**config.mk**
```make
export PLATFORM = sky130hd
export DESIGN_NAME = lsu_mem_port
export DESIGN_NICKNAME = d
export VERILOG_FILES = /design/src/rtl/lsu_mem_port_pkg.sv /design/src/rtl/lsu_align.sv /design/src/rtl/lsu_mem_port.sv
export SDC_FILE = /design/constraint.sdc
export NUM_CORES = 1
export LEC_CHECK = 0
export BUFFER_PORTS_ARGS = -buffer_cell sky130_fd_sc_hd__buf_2
export CAP_MARGIN = 10
export CORE_ASPECT_RATIO = 1.75
export CORE_MARGIN = 5
export CORE_UTILIZATION = 49
export DETAILED_ROUTE_END_ITERATION = 10
export PLACE_DENSITY_LB_ADDON = 0.3
export RECOVER_POWER = 100
export REMOVE_ABC_BUFFERS = 1
export SYNTH_ARGS = -nofsm -noshare
export SYNTH_HDL_FRONTEND = slang
export SYNTH_SLANG_ARGS = --single-unit
```
**constraint.sdc**
```tcl
create_clock -name clk -period 3.7 [get_ports clk]
set_input_delay 0.185 -clock clk [delete_from_list [all_inputs] [get_ports clk]]
set_output_delay 0.185 -clock clk [all_outputs]
set_load 0.05 [all_outputs]
```
**src/rtl/lsu_mem_port_pkg.sv**
```systemverilog
// Shared types for the load/store unit: access sizes, FSM states and the
// captured request record. Also holds the legality and alignment helpers.
package lsu_mem_port_pkg;

    typedef enum logic [2:0] {
        MEM_B    = 3'b000,
        MEM_H    = 3'b001,
        MEM_W    = 3'b010,
        MEM_NONE = 3'b011,
        MEM_BU   = 3'b100,
        MEM_HU   = 3'b101
    } mem_size_t;

    typedef enum logic [1:0] {
        IDLE,
        REQ,
        WAIT_R,
        DONE
    } lsu_state_t;

    // Access captured in IDLE and held for the whole transaction
    typedef struct packed {
        logic        we;
        logic [2:0]  size;
        logic [31:0] addr;
        logic [3:0]  wstrb;
        logic [31:0] wdata;
        logic        mis;
    } lsu_req_t;

    // Only B/H/W/BU/HU launch a bus access; NONE and 110/111 are dropped
    function automatic logic size_legal(input logic [2:0] s);
        return (s == MEM_B) || (s == MEM_H) || (s == MEM_W) ||
               (s == MEM_BU) || (s == MEM_HU);
    endfunction

    // Address bits below the natural alignment of the access are set
    function automatic logic misaligned(input logic [2:0] s, input logic [1:0] lo);
        return (((s == MEM_H) || (s == MEM_HU)) && lo[0]) ||
               ((s == MEM_W) && (lo != 2'b00));
    endfunction

endpackage

```
**src/rtl/lsu_align.sv**
```systemverilog
// Combinational lane steering: store strobes / replicated store data from
// the live request, and load byte/halfword extraction with sign or zero
// extension from the returned bus word.
module lsu_align
    import lsu_mem_port_pkg::*;
(
    input  logic [2:0]  st_size,
    input  logic [1:0]  st_lo,
    input  logic [31:0] wdata,
    output logic [3:0]  st_wstrb,
    output logic [31:0] st_wdata,
    input  logic [2:0]  ld_size,
    input  logic [1:0]  ld_lo,
    input  logic [31:0] rdata,
    output logic [31:0] ld_ext
);

    logic [7:0]  ld_byte;
    logic [15:0] ld_half;

    // Store side: place the narrow datum on every lane, strobe the target one
    always_comb begin
        st_wstrb = 4'b0000;
        st_wdata = wdata;
        case (st_size)
            MEM_B, MEM_BU: begin
                st_wstrb = 4'b0001 << st_lo;
                st_wdata = {4{wdata[7:0]}};
            end
            MEM_H, MEM_HU: begin
                st_wstrb = 4'b0011 << {st_lo[1], 1'b0};
                st_wdata = {2{wdata[15:0]}};
            end
            MEM_W:   st_wstrb = 4'b1111;
            default: st_wstrb = 4'b0000;
        endcase
    end

    assign ld_byte = rdata[{ld_lo, 3'b000} +: 8];
    assign ld_half = ld_lo[1] ? rdata[31:16] : rdata[15:0];

    // Load side: pick the lane and extend to 32 bits
    always_comb begin
        ld_ext = 32'h0;
        case (ld_size)
            MEM_B:   ld_ext = {{24{ld_byte[7]}}, ld_byte};
            MEM_BU:  ld_ext = {24'h0, ld_byte};
            MEM_H:   ld_ext = {{16{ld_half[15]}}, ld_half};
            MEM_HU:  ld_ext = {16'h0, ld_half};
            MEM_W:   ld_ext = rdata;
            default: ld_ext = 32'h0;
        endcase
    end

endmodule

```
**src/rtl/lsu_mem_port.sv**
```systemverilog
// Load/store unit bridging the MEM stage to the data-memory bus with a
// request/grant/response handshake. Stalls the pipeline while an access is
// outstanding and returns extended load data for write-back.
// Optional macro LSU_MISALIGN_TRAP_EN: misaligned H/HU/W accesses skip the
// bus and raise ld_misalign / st_misalign in DONE. Without it the low
// address bits below natural alignment are simply ignored.
module lsu_mem_port
    import lsu_mem_port_pkg::*;
(
    input  logic        clk,
    input  logic        rst,
    input  logic        rd_en,
    input  logic        wr_en,
    input  logic [2:0]  size,
    input  logic [31:0] addr,
    input  logic [31:0] wdata,
    output logic        stall,
    output logic [31:0] ld_data,
    output logic        ld_valid,
    output logic        ld_misalign,
    output logic        st_misalign,
    output logic        mem_req,
    output logic        mem_we,
    output logic [31:0] mem_addr,
    output logic [3:0]  mem_wstrb,
    output logic [31:0] mem_wdata,
    input  logic        mem_gnt,
    input  logic        mem_rvalid,
    input  logic [31:0] mem_rdata
);

    lsu_state_t  state, state_nxt;
    lsu_req_t    req_q;
    logic        legal;
    logic        mis_in;
    logic [3:0]  st_wstrb;
    logic [31:0] st_wdata;
    logic [31:0] ld_ext;

    assign legal = (rd_en | wr_en) && size_legal(size);

`ifdef LSU_MISALIGN_TRAP_EN
    assign mis_in = misaligned(size, addr[1:0]);
`else
    assign mis_in = 1'b0;
`endif

    lsu_align u_align (
        .st_size  (size),
        .st_lo    (addr[1:0]),
        .wdata    (wdata),
        .st_wstrb (st_wstrb),
        .st_wdata (st_wdata),
        .ld_size  (req_q.size),
        .ld_lo    (req_q.addr[1:0]),
        .rdata    (mem_rdata),
        .ld_ext   (ld_ext)
    );

    // State register
    always_ff @(posedge clk or posedge rst) begin
        if (rst) state <= IDLE;
        else     state <= state_nxt;
    end

    // Next-state: DONE always drains to IDLE so a held request relaunches
    // only after one idle sample
    always_comb begin
        state_nxt = state;
        case (state)
            IDLE:    if (legal) state_nxt = mis_in ? DONE : REQ;
            REQ:     if (mem_gnt) state_nxt = req_q.we ? DONE : WAIT_R;
            WAIT_R:  if (mem_rvalid) state_nxt = DONE;
            DONE:    state_nxt = IDLE;
            default: state_nxt = IDLE;
        endcase
    end

    // Capture the access (address, size, steered store lanes) on launch
    always_ff @(posedge clk or posedge rst) begin
        if (rst)
            req_q <= '0;
        else if (state == IDLE && legal)
            req_q <= '{we: wr_en, size: size, addr: addr,
                       wstrb: st_wstrb, wdata: st_wdata, mis: mis_in};
    end

    // Load result register, written only by a response in WAIT_R
    always_ff @(posedge clk or posedge rst) begin
        if (rst)
            ld_data <= 32'h0;
        else if (state == WAIT_R && mem_rvalid)
            ld_data <= ld_ext;
    end

    // Outputs: bus fields are only driven while requesting
    always_comb begin
        stall       = 1'b0;
        mem_req     = 1'b0;
        mem_we      = 1'b0;
        mem_addr    = 32'h0;
        mem_wstrb   = 4'h0;
        mem_wdata   = 32'h0;
        ld_valid    = 1'b0;
        ld_misalign = 1'b0;
        st_misalign = 1'b0;
        // stall reads live inputs in IDLE, so gate it off during reset
        stall = !rst && (((state != IDLE) && (state != DONE)) ||
                         ((state == IDLE) && legal));
        if (state == REQ) begin
            mem_req   = 1'b1;
            mem_we    = req_q.we;
            mem_addr  = {req_q.addr[31:2], 2'b00};
            mem_wstrb = req_q.we ? req_q.wstrb : 4'h0;
            mem_wdata = req_q.we ? req_q.wdata : 32'h0;
        end
        if (state == DONE) begin
            ld_valid = !req_q.we && !req_q.mis;
`ifdef LSU_MISALIGN_TRAP_EN
            ld_misalign = !req_q.we && req_q.mis;
            st_misalign = req_q.we && req_q.mis;
`endif
        end
    end

endmodule

```
# ---- Word level (Yosys, flattened, before mapping)
# Cells that the tools add are included.
dict set report totals {
  mem_count 0
  romBits 0
  reg_bits 106
  latchBits 0
  word_cells 62
  ramBits 0
}
dict set report classes {
  n_mul 0
  eq_ne 15
  order_cmp 0
  n_addsub 0
  n_div 0
  bitwise 1
  reduce_logical 19
  n_mux 17
  shifts 3
}
# cell count
set ops {}
lappend ops {{case mux 32 bit (5 select lines)} 1}
lappend ops {{two-way mux 32 bit} 3}
lappend ops {{case mux 32 bit (2 select lines)} 1}
lappend ops {{variable part select 32 x 6 -> 8 bit} 1}
lappend ops {{two-way mux 16 bit} 1}
lappend ops {{equality test 3 bit (second input constant)} 4}
lappend ops {{case mux 4 bit (3 select lines)} 1}
lappend ops {{two-way mux 4 bit} 2}
lappend ops {{!= test 2 bit (second input constant)} 4}
lappend ops {{case mux 2 bit (4 select lines)} 1}
lappend ops {{equality test 3 x 1 -> 1 bit (second input constant)} 2}
lappend ops {{equality test 3 x 2 -> 1 bit (second input constant)} 2}
lappend ops {{logical NOT 3 bit} 2}
lappend ops {{two-way mux 2 bit} 3}
lappend ops {{logical AND 1 bit} 5}
lappend ops {{logical OR 1 bit} 5}
lappend ops {{equality test 2 bit (second input constant)} 2}
lappend ops {{two-way mux 1 bit} 4}
lappend ops {{OR reduction 2 bit} 2}
lappend ops {{left shift 1 x 2 -> 4 bit (first input constant)} 1}
lappend ops {{left shift 2 x 2 -> 4 bit (first input constant)} 1}
lappend ops {{AND reduction 3 bit} 1}
lappend ops {{equality test 2 x 1 -> 1 bit (second input constant)} 1}
lappend ops {{logical NOT 1 bit} 2}
lappend ops {{other kinds (3)} 3}

# ---- Logic depth before layout (Yosys ltp)
dict set report logic_depth {
  word_depth 9
  mapped_depth 7
  mapped_depth_nobuf 6
}

# ---- Cells and area by module
# A second synthesis with hierarchy kept.
dict set report unflattened {
  cells_unflattened 507
  hier_area_um2 6277.3
}
# mod instances area_per_inst_um2 cells_each
set modules_own_cells {}
lappend modules_own_cells {lsu_mem_port 1 4928.5 328}
lappend modules_own_cells {lsu_align 1 1348.8 179}

# ---- Worst setup path after synthesis
# No wires, ideal clock.
dict set report synth_timing {
  kind {register to output}
  start {register state[1]}
  end {output mem_wdata[24]}
  path_slack_ns 1.530
  path_stages_with_launch 6
  arrival_time_ns 1.985
  required_ns 3.515
  path_cell_list {dfrtp_1 > inv_1 > ha_1 > clkbuf_1 > clkbuf_1 > and3_1}
}
dict set report synth_between {
  elab_chain_cells 2
}
# element line_no
set synth_rtl {}
lappend synth_rtl {{start: declaration} lsu_mem_port.sv:32} ;# lsu_state_t state, state_nxt;
lappend synth_rtl {{start signal: assignment} lsu_mem_port.sv:63} ;# else state <= state_nxt;
lappend synth_rtl {{equality test 2 x 1 -> 1 bit} lsu_mem_port.sv:110} ;# if (state == REQ) begin
lappend synth_rtl {{two-way mux 32 bit} lsu_mem_port.sv:110}
lappend synth_rtl {{end: declaration} lsu_mem_port.sv:26} ;# output logic [31:0] mem_wdata,
# No other way between the ends.

# ---- Final worst setup path
dict set report layout_timing {
  start {register state[1]}
  end {output mem_wdata[5]}
}
# The elaborated chain is that of the path after synthesis.

==> summary.md <==
| Metric | Value |
|---|---|
| Cell Rows | 51 |
| Total die area | 13400 µm² |
| Total number of clock tree sinks | 106 |
| Worst Path Arrival | 2.59 ns |
| Compound-Gate Fraction of Synth Area | 0.133 |
| Cell count after synthesis | 521 |
| Clk pwr share | 0.164 |
| Number of buffers created by CTS | 9 |
| Final antenna diode count | 0 |
| DR DRC count | 0 |
| Ordered list of cells on the worst path | inv_1 -> ha_2 -> and3_1 -> clkbuf_1 |
| Fraction of post-synthesis cell area in the top cell type by area | 0.488 |
| Detail Placement HPWL | 10700 µm |
| Util after Layout | 0.609 |
| Hold Path Class | input pin to flop |
| Post-synthesis average cell area | 10.4 µm² |
| Global-route congestion overflow total | 0 |
| Post-route clock skew | 0.00459 ns |
| Simple-gate area share of the yosys netlist | 0.159 |
| Net Sw Power | 3.04 mW |
| Largest area contributor in the netlist | dfrtp_1 |
| Largest stage delay on the critical path | 0.86 ns |
| CTS Root Cell | clkbuf_16 |
| Maximum clock path buffer count | 2 |
| Largest driver fanout on the critical path | 69 |
| Pre-CTS setup slack | 1.42 ns |
| Violation count after the first detailed-routing iteration | 200 |
| Leakage | 3.29 nW |
| Horiz. Die Dim | 89.6 µm |
| Combinational cell fraction of total power | 0.507 |
| Number of distinct library cell variants in the gate-level netlist after synthesis | 41 |
| I/O pin count | 211 |
| Worst Hold Path Cells | 2 |
| H-tree depth reported by CTS | 3 |
| Number of post-CTS setup repair buffers | 0 |
| Internal | 3.23 mW |
| Slowest-stage cell, CP | ha_2 |
| CP startpoint | state[1] |
| Height of the die | 149 µm |
| Outcome | finished clean |
| R2R Path Start | req_q[70] |
| Total global-route track usage | 0.217 |
| TritonCTS clock tree | yes |
| Number of max-cap violations | 0 |
| Most area-consuming cells after synthesis | dfrtp_1 (49%), mux2_2 (11%), nand2_1 (4.8%) |
| Combinational family with the most area after synthesis | multiplexers |
| Final instance area | 6690 µm² |
| Via count of the first global-routing pass | 4808 |
| Post-route fraction of the period consumed by the critical path | 0.749 |
| Worst-skew pair later-pin latency | 0.35 ns |
| Number of nets with antenna violations after detailed routing | 0 |
| Via count | 4643 |
| Synthesis-to-finish area growth | 23.0% |
| Hold Violations, Final | 0 |
| Final number of max-transition violations | 0 |
| DRT Pass-1 Iters | 5 |
| Sequential cell fraction of total power | 0.329 |
| Transition time at the pin with the least slew margin | 1.34 ns |
| Count of endpoints failing setup in the final report | 0 |
| Post-synthesis adder-cell area fraction | 0.0115 |
| Detail-routed via count per cell | 5.53 |
| Dpl cell area | 6510 µm² |
| Sum of negative setup slack | 0 ns |
| Switching power share of the total | 0.485 |
| Floorplan Core Area | 11000 µm² |
| Detail-routed net length per standard cell | 17.4 µm |
| Start point of the worst hold path | addr[6] |
| Setup repair after global routing missed its margin | no |
| Largest vdd supply drop | 0.000514 V |
| Total detailed-routing wirelength | 14600 µm |
| Clk slew on worst S/H paths | 0.07 ns |
| Data required time at the worst endpoint | 3.51 ns |
| #FFs+latches synth | 106 |
| Yosys warning count | 0 |
| Cts repair resizes | 0 |
| Relative slew slack | 0.105 |
| Xor-xnor portion of the synthesized cell area | 0 |
| Quantity of hold-fixing buffers added after cts | 0 |
| Critical Setup Path Class | flop to output pin |
| Power density over cell area | 938 nW/µm² |
| Final-layout fill cell count | 1003 |
| Critical Path End Type | output pin |
| Period minus WS final | 2.77 ns |
| Cells on worst reg2reg path | 5 |
| Routability-driven placement congestion ratio | 0.881 |
| Startpoint types | flop |
| Fraction of final layout cells with drive strength greater than 1 | 0.259 |
| Sequential element share of the synthesized area | 0.488 |
| Portion of netlist area occupied by mux cells | 0.168 |
| Net total in the final layout | 812 |
| Final WS setup | 0.930 ns |
| First-pass GRT wire length | 22800 µm |
| Highest attainable clock frequency | 0.361 GHz |
| Maximum number of pins on one net before global-route repair | 101 |
| Sum of internal, switching and leakage power | 6.27 mW |
| Number of antenna violations at the first check in global routing | 0 |
| Starting density of the core | 0.495 |
| Port Buffer Count | 206 |
| Netlist area before placement | 5440 µm² |
-- Yosys cell counts (all sizes together) --
| cell type | number |
|---|---|
| a21o | 9 |
| a21oi | 17 |
| buf | 13 |
| o211ai | 1 |
| nor4b | 1 |
| nor2b | 3 |
| mux4 | 1 |
| nand3 | 1 |
| mux2i | 24 |
| nor4 | 2 |
| a22oi | 9 |
| dfrtp | 106 |
| and2 | 31 |
| o21ai | 39 |
| conb | 1 |
| o32a | 1 |
| and3 | 36 |
| or2 | 2 |
| nand2b | 1 |
| a211oi | 4 |
| clkbuf | 32 |
| o21bai | 1 |
| a22o | 17 |
| a221oi | 2 |
| nor3b | 7 |
| inv | 5 |
| nor2 | 10 |
| ha | 5 |
| mux2 | 57 |
| nor3 | 4 |
| a311oi | 1 |
| o22ai | 1 |
| nand2 | 69 |
| a222oi | 7 |
| and3b | 1 |
-- cells by family after synthesis --
group | after synthesis
mux | 82
buf+inv | 50
fa+ha+maj | 5
other cells | 1
compound gates | 109
flops | 106
simple gates | 168
-- layout make-up --
type | count | area (µm²) | area share
Sequential cell | 106 | 2650 | 0.397
Clock inverter | 6 | 90.1 | 0.0135
Clock buffer | 10 | 229 | 0.0342
Tap cell | 132 | 165 | 0.0247
Timing Repair Buffer | 212 | 953 | 0.143
Inverter | 5 | 21.3 | 0.00318
Multi-Input combinational cell | 368 | 2570 | 0.385
-- routing by layer --
metal  global-route usage  wire, µm
met5                    0         0
met4                0.109       508
met3               0.0481      1170
met2                0.376      7640
met1                0.241      5270
-- cells in the final DEF, fill, tap and decap left out, drive strengths merged, types with 2 or more instances in the layout --
cell type,n
nor3b,7
mux2,57
dfrtp,106
nand2,69
a222oi,7
mux2i,24
a21o,9
nor2,10
nor2b,3
clkinv,2
conb,4
a22oi,9
a221oi,2
and2,31
and3,36
bufinv,2
a22o,17
a21oi,17
nor3,4
a211oi,4
ha,5
nor4,2
inv,6
buf,108
or2,2
o21ai,39
clkbuf,114
-- final timing paths --
kind                                end  slack (ns)
setup / recovery           mem_wdata[5]        0.93
hold / removal                req_q[43]        0.07
setup reg to reg             ld_data[5]        1.10
hold reg to reg               req_q[12]        0.47
max in group asynchronous     req_q[57]        1.81
min in group asynchronous     req_q[32]        0.10
-- state kept, by name (all words and copies together) (netlist names) --
signal   cells
state        2
ld_data     32
req_q       72
-- power by group through the flow --
| stage | Combinational (mW) | Clock [mW] | Sequential [mW] |
|---|---|---|---|
| floorplan | 2.15 | 0 | 2.37 |
| global placement | 3.23 | 0 | 2.04 |
| detailed placement | 3.30 | 0 | 2.08 |
| CTS | 3.30 | 1.05 | 2.06 |
| global route | 3.42 | 1.09 | 2.14 |
| finish | 3.18 | 1.03 | 2.06 |
-- critical path, delay by kind of cell (launching register included) --
kind          cells  cell delay (ns)
fa+ha+maj         1             0.86
flops             1             0.43
buf+inv           2             0.61
simple gates      1             0.33
-- through the flow --
| stage | hold slack (ns) | std cells |
|---|---|---|
| finish | 0.0653 | 839 |
| CTS | 0.0511 | 839 |
| global route | 0.0542 | 839 |
| floorplan | 0.336 | 479 |
| detailed placement | 0.422 | 823 |
| global placement | 0.417 | 823 |
No activity file was read; power rests on OpenSTA's default activity.
